$ cat src/rtl/alu_pkg.sv
// Shared types and default widths for the ALU operand stage.
// Imported by operand_ext and alu_operand_stage.
package alu_pkg;

  localparam int DATA_W_D     = 32;
  localparam int IMM_W_D      = 16;
  localparam int REG_ADDR_W_D = 5;

  typedef enum logic [1:0] {
    B_SEL_REG   = 2'd0,
    B_SEL_IMM   = 2'd1,
    B_SEL_UPPER = 2'd2,
    B_SEL_ZERO  = 2'd3
  } b_sel_e;

endpackage

$ cat src/rtl/operand_ext.sv
// Immediate extension for operand B: zero/sign extend or upper placement.
// Register and zero selections yield zero here; the stage muxes them.
module operand_ext
  import alu_pkg::*;
#(
  parameter int DATA_W = DATA_W_D,
  parameter int IMM_W  = IMM_W_D
) (
  input  logic [IMM_W-1:0]  immediate,
  input  logic              ext_sign,
  input  logic [1:0]        b_sel,
  output logic [DATA_W-1:0] ext_val
);

  b_sel_e sel;
  logic   fill;

  assign sel  = b_sel_e'(b_sel);
  assign fill = ext_sign & immediate[IMM_W-1];

  // Build the extended value for the selected immediate form
  always_comb begin
    ext_val = '0;
    unique case (1'b1)
      (sel == B_SEL_IMM):
        ext_val = {{(DATA_W-IMM_W){fill}}, immediate};
      (sel == B_SEL_UPPER):
        ext_val = {immediate, {(DATA_W-IMM_W){1'b0}}};
      default:
        ext_val = '0;
    endcase
  end

endmodule

$ cat src/rtl/alu_operand_stage.sv
// Registered ALU operand select with a two-entry skid buffer.
// Define ALU_OPND_FWD_EN to add result forwarding at acceptance.
module alu_operand_stage
  import alu_pkg::*;
#(
  parameter int DATA_W     = DATA_W_D,
  parameter int IMM_W      = IMM_W_D,
  parameter int REG_ADDR_W = REG_ADDR_W_D
) (
  input  logic                  clk,
  input  logic                  rst,
  input  logic                  in_valid,
  output logic                  in_ready,
  input  logic [REG_ADDR_W-1:0] rs1_addr,
  input  logic [REG_ADDR_W-1:0] rs2_addr,
  input  logic [DATA_W-1:0]     read_data1,
  input  logic [DATA_W-1:0]     read_data2,
  input  logic [IMM_W-1:0]      immediate,
  input  logic [1:0]            b_sel,
  input  logic                  ext_sign,
  input  logic                  flush,
`ifdef ALU_OPND_FWD_EN
  input  logic                  fwd_valid,
  input  logic [REG_ADDR_W-1:0] fwd_addr,
  input  logic [DATA_W-1:0]     fwd_data,
`endif
  output logic                  out_valid,
  input  logic                  out_ready,
  output logic [DATA_W-1:0]     op_a,
  output logic [DATA_W-1:0]     op_b
);

  logic [DATA_W-1:0] ext_val;
  logic [DATA_W-1:0] src1;
  logic [DATA_W-1:0] src2;
  logic [DATA_W-1:0] new_a;
  logic [DATA_W-1:0] new_b;
  logic              main_valid;
  logic              skid_valid;
  logic [DATA_W-1:0] main_a;
  logic [DATA_W-1:0] main_b;
  logic [DATA_W-1:0] skid_a;
  logic [DATA_W-1:0] skid_b;
  logic              acc;
  logic              drain;
  b_sel_e            sel;

  operand_ext #(
    .DATA_W (DATA_W),
    .IMM_W  (IMM_W)
  ) u_ext (
    .immediate (immediate),
    .ext_sign  (ext_sign),
    .b_sel     (b_sel),
    .ext_val   (ext_val)
  );

`ifdef ALU_OPND_FWD_EN
  logic hit1;
  logic hit2;

  assign hit1 = fwd_valid && (fwd_addr == rs1_addr)
             && (rs1_addr != '0);
  assign hit2 = fwd_valid && (fwd_addr == rs2_addr)
             && (rs2_addr != '0);
  assign src1 = hit1 ? fwd_data : read_data1;
  assign src2 = hit2 ? fwd_data : read_data2;
`else
  logic unused_addr;

  assign unused_addr = ^{rs1_addr, rs2_addr};
  assign src1 = read_data1;
  assign src2 = read_data2;
`endif

  assign sel   = b_sel_e'(b_sel);
  assign new_a = src1;

  // Operand B source: register, extended immediate or zero
  always_comb begin
    new_b = ext_val;
    unique case (1'b1)
      (sel == B_SEL_REG): new_b = src2;
      default:            new_b = ext_val;
    endcase
  end

  assign in_ready  = !skid_valid;
  assign acc       = in_valid && in_ready;
  assign drain     = main_valid && out_ready;
  assign out_valid = main_valid;
  assign op_a      = main_a;
  assign op_b      = main_b;

  // Main/skid entries: refill main from skid first to keep FIFO order
  always_ff @(posedge clk) begin
    if (rst) begin
      main_valid <= 1'b0;
      skid_valid <= 1'b0;
      main_a     <= '0;
      main_b     <= '0;
      skid_a     <= '0;
      skid_b     <= '0;
    end else if (flush) begin
      main_valid <= 1'b0;
      skid_valid <= 1'b0;
    end else if (drain) begin
      if (skid_valid) begin
        main_a     <= skid_a;
        main_b     <= skid_b;
        skid_valid <= 1'b0;
      end else if (acc) begin
        main_a <= new_a;
        main_b <= new_b;
      end else begin
        main_valid <= 1'b0;
      end
    end else if (acc) begin
      if (!main_valid) begin
        main_valid <= 1'b1;
        main_a     <= new_a;
        main_b     <= new_b;
      end else begin
        skid_valid <= 1'b1;
        skid_a     <= new_a;
        skid_b     <= new_b;
      end
    end
  end

endmodule

$ cat config.mk
export PLATFORM = sky130hd
export DESIGN_NAME = alu_operand_stage
export DESIGN_NICKNAME = d
export VERILOG_FILES = /design/src/rtl/alu_pkg.sv /design/src/rtl/operand_ext.sv /design/src/rtl/alu_operand_stage.sv
export SDC_FILE = /design/constraint.sdc
export NUM_CORES = 1
export LEC_CHECK = 0
export BUFFER_PORTS_ARGS = -buffer_cell sky130_fd_sc_hd__clkbuf_2
export CORE_MARGIN = 2
export CORE_UTILIZATION = 30
export CTS_CLUSTER_SIZE = 14
export DETAILED_ROUTE_END_ITERATION = 12
export GPL_TIMING_DRIVEN = 0
export PLACE_DENSITY = 0.6
export SYNTH_ARGS = -nofsm -noshare
export SYNTH_HDL_FRONTEND = slang
export SYNTH_SLANG_ARGS = --single-unit
export TNS_END_PERCENT = 5
$ cat constraint.sdc
create_clock -name clk -period 4.4 [get_ports clk]
set_input_delay 0.22 -clock clk [delete_from_list [all_inputs] [get_ports clk]]
set_output_delay 0.22 -clock clk [all_outputs]
set_load 0.02 [all_outputs]
==> results of run 1 <==
-- cell type report --
cell class,instances,area share
sequential,130,0.3303
clock buffer,21,0.06097
inverter,7,0.003334
multi-input combinational,504,0.3882
buffer,93,0.05192
tap,270,0.04287
timing repair buffer,153,0.09717
clock inverter,11,0.02525
-- kinds of logic after synthesis --
group                      after synthesis  share of synthesized area
buffers and inverters                  100                    0.07141
muxes                                    2                   0.003489
DFF                                    130                     0.4268
adders and majority gates                3                   0.006157
and+or+nand+nor                        188                     0.1467
AOI/OAI and AO/OA                      311                     0.3454
-- through the flow --
stage	util	cell area, um2	std cells
after CTS	0.3920	7880	1189
after detailed placement	0.3582	7201	1157
final	0.3920	7880	1189
after global routing	0.3920	7880	1189
after floorplan	-	6097	734
after global placement	0.3582	7201	1157
-- critical path, cell delays in order (launching register included) --
cell and delay (ns):
dfxtp_1 0.32, buf_2 0.21, mux2i_1 0.53, clkbuf_1 0.56
o311ai_0 0.25, o221ai_1 0.13
-- cells in the mapped netlist, types with 17 or more instances --
library cell,number
dfxtp_1,130
nand2_1,126
a311oi_1,32
clkbuf_1,47
o21ai_0,49
nand3_1,35
a211oi_1,34
buf_2,32
and4b_1,17
o311ai_0,32
a31oi_1,33
a21oi_1,67
-- per-layer routing --
| layer | global-route usage | part of all wire | vias to the layer above |
|---|---|---|---|
| li1 | - | - | 3164 |
| met1 | 0.2710 | 0.45 | 3040 |
| met2 | 0.3017 | 0.44 | 298 |
| met3 | 0.03875 | 0.072 | 47 |
| met4 | 0.07913 | 0.034 | 0 |
| met5 | 0 | 0 | - |
-- state kept, by name (all words and copies together) (netlist names) --
| register | count |
|---|---|
| op_a | 32 |
| op_b | 32 |
| skid_a | 32 |
| skid_b | 32 |
| out_valid | 1 |
| skid_valid | 1 |
-- report_power, final --
part | switching [mW] | internal [mW] | total [mW]
Clock | 0.552 | 1.07 | 1.62
Combinational | 0.241 | 0.122 | 0.363
Sequential | 0.0185 | 1.21 | 1.23
Total | 0.811 | 2.40 | 3.22
-- final timing paths --
kind	startpoint	end	slack [ns]	depth (start not counted)
worst max-delay path	skid_valid	op_b[30]	2.30	5
worst min-delay path	read_data1[26]	skid_a[26]	0.05	3
worst max register to register	skid_valid	op_b[30]	2.30	5
worst min register to register	skid_b[27]	skid_b[27]	0.47	2
==> impl_metrics.toml, run 1 <==
[clocking]
clockRootBuffer = "clkbuf_16"
clk_pin_slew_ns = 0.06
cts_tree = "built"
cts_hold_buf = 0
clock_sinks = 130
ctsResizeCount = 0
post_cts_buffers = 0
cts.path.max_buffers = 2
htreeDepth = 4
cts-buffers-inserted = 17
clk_latency_ns = 0.42

[sta]
min_period_ns = 2.098
finalCritPeriodShare = 0.4769
skew_ns = 0.005981
max_freq_mhz = 476.5
hold_viol = 0
worstMarginPinSlew_ns = 0.6403
setup_ws_ns = 2.302
fin_tns_setup_ns = 0
slew_headroom = 0.5731
whs_ns = 0.05438
rsz0062_at_grt = "no"
setup_viol = 0
maxSlewViolCount = 0

[worst_setup_path]
worstPathRequired_ns = 4.73
critPathMaxFanout = 10
end_kind = "register"
worstPathArrival_ns = 2.42
crit_type = "register to register"
critPathLaunchType = "register"

[synthesis]
synth_warnings = 0
synth_seq_area_share = 0.4268
ys_ff_latch = 130
mappedNetlistNets = 835
syn_area_mm2 = 0.006097
synth-main-ff-cell = "dfxtp_1"
netlist_top_cells_area = "dfxtp_1 (43%), nand2_1 (7.8%), a21oi_1 (5.5%)"
synth_edf_count = 0
synth.distinct_cells = 35
synth_area_per_cell_um2 = 8.307
async_flop_share = 0
yosysTopAreaCellShare = 0.4268
synth_cells = 734
yosysTopAreaCell = "dfxtp_1"

[flow_run]
drv_cap = 0

[route]
routedWlPerCell_um = 18.32
drtAntennaViolNets = 0
drt_iter0_drc = 455
routed_wirelength_mm = 21.78
num_vias = 6549
drc = 0
drt_first_pass_iters = 5
viasPerCell = 5.508

[floorplan]
die_h_um = 146.6
fp-row-count = 52
num_io_pins = 164
fp.dieArea_mm2 = 0.02148
initial_core_util = 0.3033
dieWidth_um = 146.6
fp.coreArea_mm2 = 0.02010

[final_layout]
final_cell_mix = "clkbuf_2 (154), dfxtp_1 (130), nand2_1 (126)"
fin_nets = 1007
final_layout_size_suffix_gt1_frac = 0.2448
fill_cells = 2091
syn_to_final_growth_pct = 29.24
ff_latch_area_mm2 = 0.002603
multiInputGateArea_mm2 = 0.003059
final_common_cell = "clkbuf_2"
antennaDiodeCount = 0

[grt]
antenna_found_initial = 0
grt_pass1_vias = 6129
grt-ovfl-total = 0
grt_pass1_wl_mm = 33.35
track_usage = 0.1965
grt_max_degree = 17

[power]
power_density_mw_per_mm2 = 408.0
leakagePower_nw = 2.997
vdd_ir_drop_max_mv = 0.2243
power.total_mw = 3.215

[placed_design]
port_buffers = 153
place_ws_ns = 2.347
dp_hpwl_mm = 15.89
globalplace.congestion = 0.8610

[min_path]
hold_path.class = "input port to register"

[status]
status = "finished clean"
No activity file was read; power rests on OpenSTA's default activity.
==> run 2: changes to the inputs <==
ABC_AREA = 1   (was not set)
PLACE_DENSITY = 0.59   (was 0.6)
clock period = 2.2 ns   (was 4.4 ns; I/O delays follow)
==> impl_metrics.toml, run 2 <==
[status]
status = "finished clean"

[final_layout]
fill_cells = 2169
final_common_cell = "nand2_1"
syn_to_final_growth_pct = 30.10
final_layout_size_suffix_gt1_frac = 0.2086
fin_nets = 1200
ff_latch_area_mm2 = 0.002603
final_cell_mix = "nand2_1 (226), clkbuf_2 (156), dfxtp_1 (130)"
antennaDiodeCount = 0
multiInputGateArea_mm2 = 0.002954

[grt]
grt-ovfl-total = 0
track_usage = 0.1843
grt_pass1_vias = 6033
grt_max_degree = 17
antenna_found_initial = 0
grt_pass1_wl_mm = 31.60

[synthesis]
synth_warnings = 0
ys_ff_latch = 130
yosysTopAreaCellShare = 0.4224
synth.most_common_cell = "nand2_1"
yosysTopAreaCell = "dfxtp_1"
synth.distinct_cells = 26
mappedNetlistNets = 1017
netlist_top_cells_area = "dfxtp_1 (42%), nand2_1 (14%), a21oi_1 (9.2%)"
synth_area_per_cell_um2 = 6.726
synth-main-ff-cell = "dfxtp_1"
synth_edf_count = 0
async_flop_share = 0
synth_cells = 916
synthTopCellsByCount = "nand2_1 (226), dfxtp_1 (130), nor2_1 (115)"
syn_area_mm2 = 0.006161
synth_seq_area_share = 0.4224

[route]
drtAntennaViolNets = 0
drc = 0
routed_wirelength_mm = 19.72
num_vias = 6452
drt_iter0_drc = 393
drt_first_pass_iters = 5
viasPerCell = 4.669
routedWlPerCell_um = 14.27

[clocking]
clockRootBuffer = "clkbuf_16"
clock_sinks = 130
htreeDepth = 4
clk_pin_slew_ns = 0.06
cts.path.max_buffers = 2
cts-buffers-inserted = 17
post_cts_buffers = 0
clk_latency_ns = 0.41
cts_tree = "built"

[worst_setup_path]
r2r-end = "op_b[12]"
r2r-start = "out_valid"
slowest_stage = "clkbuf_1"
worstPathArrival_ns = 2.14
r2r.worst_path.cells = 7
end_kind = "register"
r2r_slack_ns = 0.34
crit_top_cell = "nand3_1"
path_cells = "buf_4 > nand3_1 > buf_2 > clkbuf_1 > nand3_1 > nand2_1 > a21oi_1"
crit_family = "buffers and inverters"
crit_type = "register to register"
critPathMaxFanout = 10
cpPeakStageDelay_ns = 0.49
critPathLaunchType = "register"
worst-path-buf-inv = 3
worstPathRequired_ns = 2.49

[placed_design]
dp_hpwl_mm = 14.75
globalplace.congestion = 0.8740
place_ws_ns = 0.3438
port_buffers = 153

[power]
power_density_mw_per_mm2 = 792.7
vdd_ir_drop_max_mv = 0.5001
leakagePower_nw = 3.723
p_int_mw = 4.744
p_comb_frac = 0.125
pwr-share-clk = 0.484
switching_share = 0.2533
p_seq_frac = 0.392
power.switching_mw = 1.609

[min_path]
hold_path.class = "input port to register"
min_to = "skid_a[13]"
whs_path_depth = 3
min_from = "read_data1[13]"

[sta]
skew_ns = 0.006654
max_freq_mhz = 538.9
worstMarginPinSlew_ns = 0.7413
maxSlewViolCount = 0
slew_headroom = 0.5058
setup_ws_ns = 0.3443
setup_viol = 0
fin_tns_setup_ns = 0
hold_viol = 0
finalCritPeriodShare = 0.8435
min_period_ns = 1.856
rsz0062_at_grt = "no"

[floorplan]
num_io_pins = 164
fp-row-count = 52
fp.coreArea_mm2 = 0.02017
die_h_um = 147.3
initial_core_util = 0.3055
dieWidth_um = 147.3
fp.dieArea_mm2 = 0.02170

[flow_run]
drv_cap = 0
run 2: cell types whose count changed after synthesis, moves of 17 or more:
cell	change
nor2_1	+114
nand2_1	+100
inv_1	+64
a21oi_1	+46
a211oi_1	-34
a311oi_1	-32
o311ai_0	-32
o21ai_0	+31
nor3_1	+26
a31oi_1	-17
and4b_1	-17
nand3_1	-17
run 2: through the flow:
stage	hold slack (ns)	std cells	total power [mW]	cell area [um2]	utilization
after detailed placement	0.4161	1339	3.319	7264	0.3602
after global routing	0.003778	1382	6.610	8015	0.3974
final	0.001402	1382	6.354	8015	0.3974
after global placement	0.4041	1339	3.315	7264	0.3602
after CTS	0.00007083	1382	6.406	8015	0.3974
after floorplan	0.2856	916	3.014	6161	-
run 2: cells by family (layout without fill, tap and decap cells):
logic type	Yosys count	in the layout	synth area share
AO/OA/AOI/OAI	226	226	0.1939
buffers and inverters	143	339	0.09809
AND/OR/NAND/NOR	414	414	0.2794
adder cells (fa/ha/maj)	3	3	0.006093
flip-flops	130	130	0.4224
run 2: how the worst max path moves through the flow:
stage          startpoint  slack [ns]  depth (start not counted)       end
2_1_floorplan   out_valid        0.67                          8  op_a[22]
3_3_place_gp    out_valid        0.33                          7  op_b[13]
3_5_place_dp    out_valid        0.34                          7  op_b[12]
4_1_cts         out_valid        0.33                          7  op_b[12]
5_1_grt         out_valid        0.16                          7  op_b[12]
6_report        out_valid        0.34                          7  op_b[12]
run 2: layout make-up:
type / count / area share
multi-input combinational: 643 / 0.3686
sequential: 130 / 0.3247
clock inverter: 8 / 0.01858
inverter: 71 / 0.03325
timing repair buffer: 164 / 0.1093
clock buffer: 24 / 0.06135
tap: 270 / 0.04215
buffer: 72 / 0.04215
run 2: power by group through the flow:
stage | clock network [mW] | registers (mW) | logic, mW
after floorplan | 0 | 2.62 | 0.394
after global placement | 0 | 2.54 | 0.777
after detailed placement | 0 | 2.54 | 0.779
after CTS | 3.12 | 2.49 | 0.799
after global routing | 3.22 | 2.50 | 0.887
final | 3.07 | 2.49 | 0.792
run 2: repair_timing:
| action | CTS | global route |
|---|---|---|
| endpoints found under the setup margin | 0 | 0 |
| resized for setup | 0 | 0 |
| hold buffers | 11 | 0 |
| endpoints found under the hold margin | 11 | 0 |
run 2: metal layers:
layer	vias up	global-route usage	share of wire
li1	3335	-	-
met1	2899	0.2408	0.44
met2	194	0.3028	0.47
met3	24	0.04379	0.066
met4	0	0.05577	0.018
met5	-	0	0
run 2: worst reg2reg max path, cell delays in order (launching register included):
cell      delay [ns]
dfxtp_1         0.36
buf_4           0.19
nand3_1         0.10
buf_2           0.24
clkbuf_1        0.50
nand3_1         0.18
nand2_1         0.11
a21oi_1         0.06
==> run 3: changes to the inputs <==
PLACE_DENSITY = 0.61   (was 0.59)
clock period = 1.65 ns   (was 2.2 ns; I/O delays follow)
==> impl_metrics.toml, run 3 (same netlist as run 2, synthesis figures left out) <==
[grt]
grt_pass1_wl_mm = 31.30
grt-ovfl-total = 0
grt_pass1_vias = 5929
track_usage = 0.1828
antenna_found_initial = 0
grt_max_degree = 17

[route]
routedWlPerCell_um = 14.10
drt_iter0_drc = 351
viasPerCell = 4.621
drtAntennaViolNets = 0
num_vias = 6478
drt_first_pass_iters = 5
routed_wirelength_mm = 19.77
drc = 0

[clocking]
clk_pin_slew_ns = 0.06
htreeDepth = 4
cts.path.max_buffers = 2
clock_sinks = 130
clk_latency_ns = 0.42
clockRootBuffer = "clkbuf_16"
cts-buffers-inserted = 17
cts_tree = "built"

[worst_setup_path]
crit_type = "register to register"
worstPathArrival_ns = 1.86
critPathMaxFanout = 10
worstPathRequired_ns = 1.96
end_kind = "register"
critPathLaunchType = "register"

[sta]
max_freq_mhz = 647.6
rsz0062_at_grt = "yes"
maxSlewViolCount = 0
hold_viol = 0
worstMarginPinSlew_ns = 0.7266
setup_ws_ns = 0.1059
skew_ns = 0.008661
setup_viol = 0
whs_ns = 0.005384
finalCritPeriodShare = 0.9358
min_period_ns = 1.544
slew_headroom = 0.5156

[final_layout]
fin_area_mm2 = 0.008212
fin_nets = 1220
final_layout_size_suffix_gt1_frac = 0.2147
antennaDiodeCount = 0
final_common_cell = "nand2_1"
syn_to_final_growth_pct = 33.29
final_cell_mix = "nand2_1 (226), clkbuf_2 (160), dfxtp_1 (128)"

[power]
power.total_mw = 8.253
vdd_ir_drop_max_mv = 0.6904
leakagePower_nw = 3.816
power_density_mw_per_mm2 = 1005

[min_path]
hold_path.class = "input port to register"

[floorplan]
initial_core_util = 0.3055
fp.coreArea_mm2 = 0.02017
num_io_pins = 164
die_h_um = 147.3
dieWidth_um = 147.3
fp.dieArea_mm2 = 0.02170
fp-row-count = 52

[status]
status = "finished clean"

[placed_design]
place_ws_ns = -0.1897
place_area_mm2 = 0.007264
port_buffers = 153
globalplace.congestion = 0.8618
dp_hpwl_mm = 14.60

[flow_run]
drv_cap = 0
-- run 3: cell count changes in the layout (fill, tap and decap cells not counted), sizes merged --
cell         change
dlygate4sd3     +17
clkbuf           +3
clkinv           +3
buf              -2
bufinv           -1
-- run 3: area by class of cell --
type / instances / area (um2)
fill: 2213 / 11960
clock inverter: 10 / 133.9
multi-input combinational: 643 / 2977
clock buffer: 22 / 454.2
timing repair buffer: 184 / 1069
inverter: 71 / 266.5
sequential: 130 / 2608
tap: 270 / 337.8
buffer: 72 / 366.6
-- run 3: routing by layer --
layer | vias to the layer above | routed length (um) | track usage
met4 | 0 | 271 | 0.04760
met3 | 22 | 1129 | 0.04286
met1 | 2923 | 8848 | 0.2378
li1 | 3374 | - | -
met2 | 159 | 9519 | 0.3056
met5 | - | 0 | 0
-- run 3: what timing repair did --
item,4_1_cts,5_1_grt
hold endpoints to repair,28,0
endpoints found under the setup margin,61,99
setup buffers,0,3
resized for setup,6,22
pin swaps,1,1
hold buffers,28,0
-- run 3: stage by stage --
| stage | std cells | TNS [ns] | util |
|---|---|---|---|
| after floorplan | 916 | 0 | - |
| after global placement | 1339 | -4.207 | 0.3602 |
| after detailed placement | 1339 | -4.233 | 0.3602 |
| after CTS | 1399 | -0.2375 | 0.4038 |
| after global routing | 1402 | -0.005057 | 0.4071 |
| final | 1402 | 0 | 0.4071 |
-- run 3: where the power goes --
part | internal [mW] | leakage (nW) | switching, mW | total (mW)
sequential | 3.26 | 1.06 | 0.0637 | 3.32
combinational | 0.411 | 2.47 | 0.689 | 1.10
clock | 2.41 | 0.284 | 1.43 | 3.83
total | 6.07 | 3.82 | 2.18 | 8.25
-- run 3: final timing paths --
path	startpoint	to	slack [ns]	cells past startpoint
max	skid_valid	skid_b[14]	0.11	6
min	read_data1[1]	skid_a[1]	0.005	3
max reg2reg	skid_valid	skid_b[14]	0.11	6
min reg2reg	skid_a[16]	skid_a[16]	0.45	2
-- run 3: critical path, stage by stage (launching register included) --
cell and delay, ns:
dfxtp_2 0.36, nor2_4 0.23, nand3_4 0.14, buf_4 0.21, buf_2 0.21, o21ai_0 0.23, nor2_1 0.06
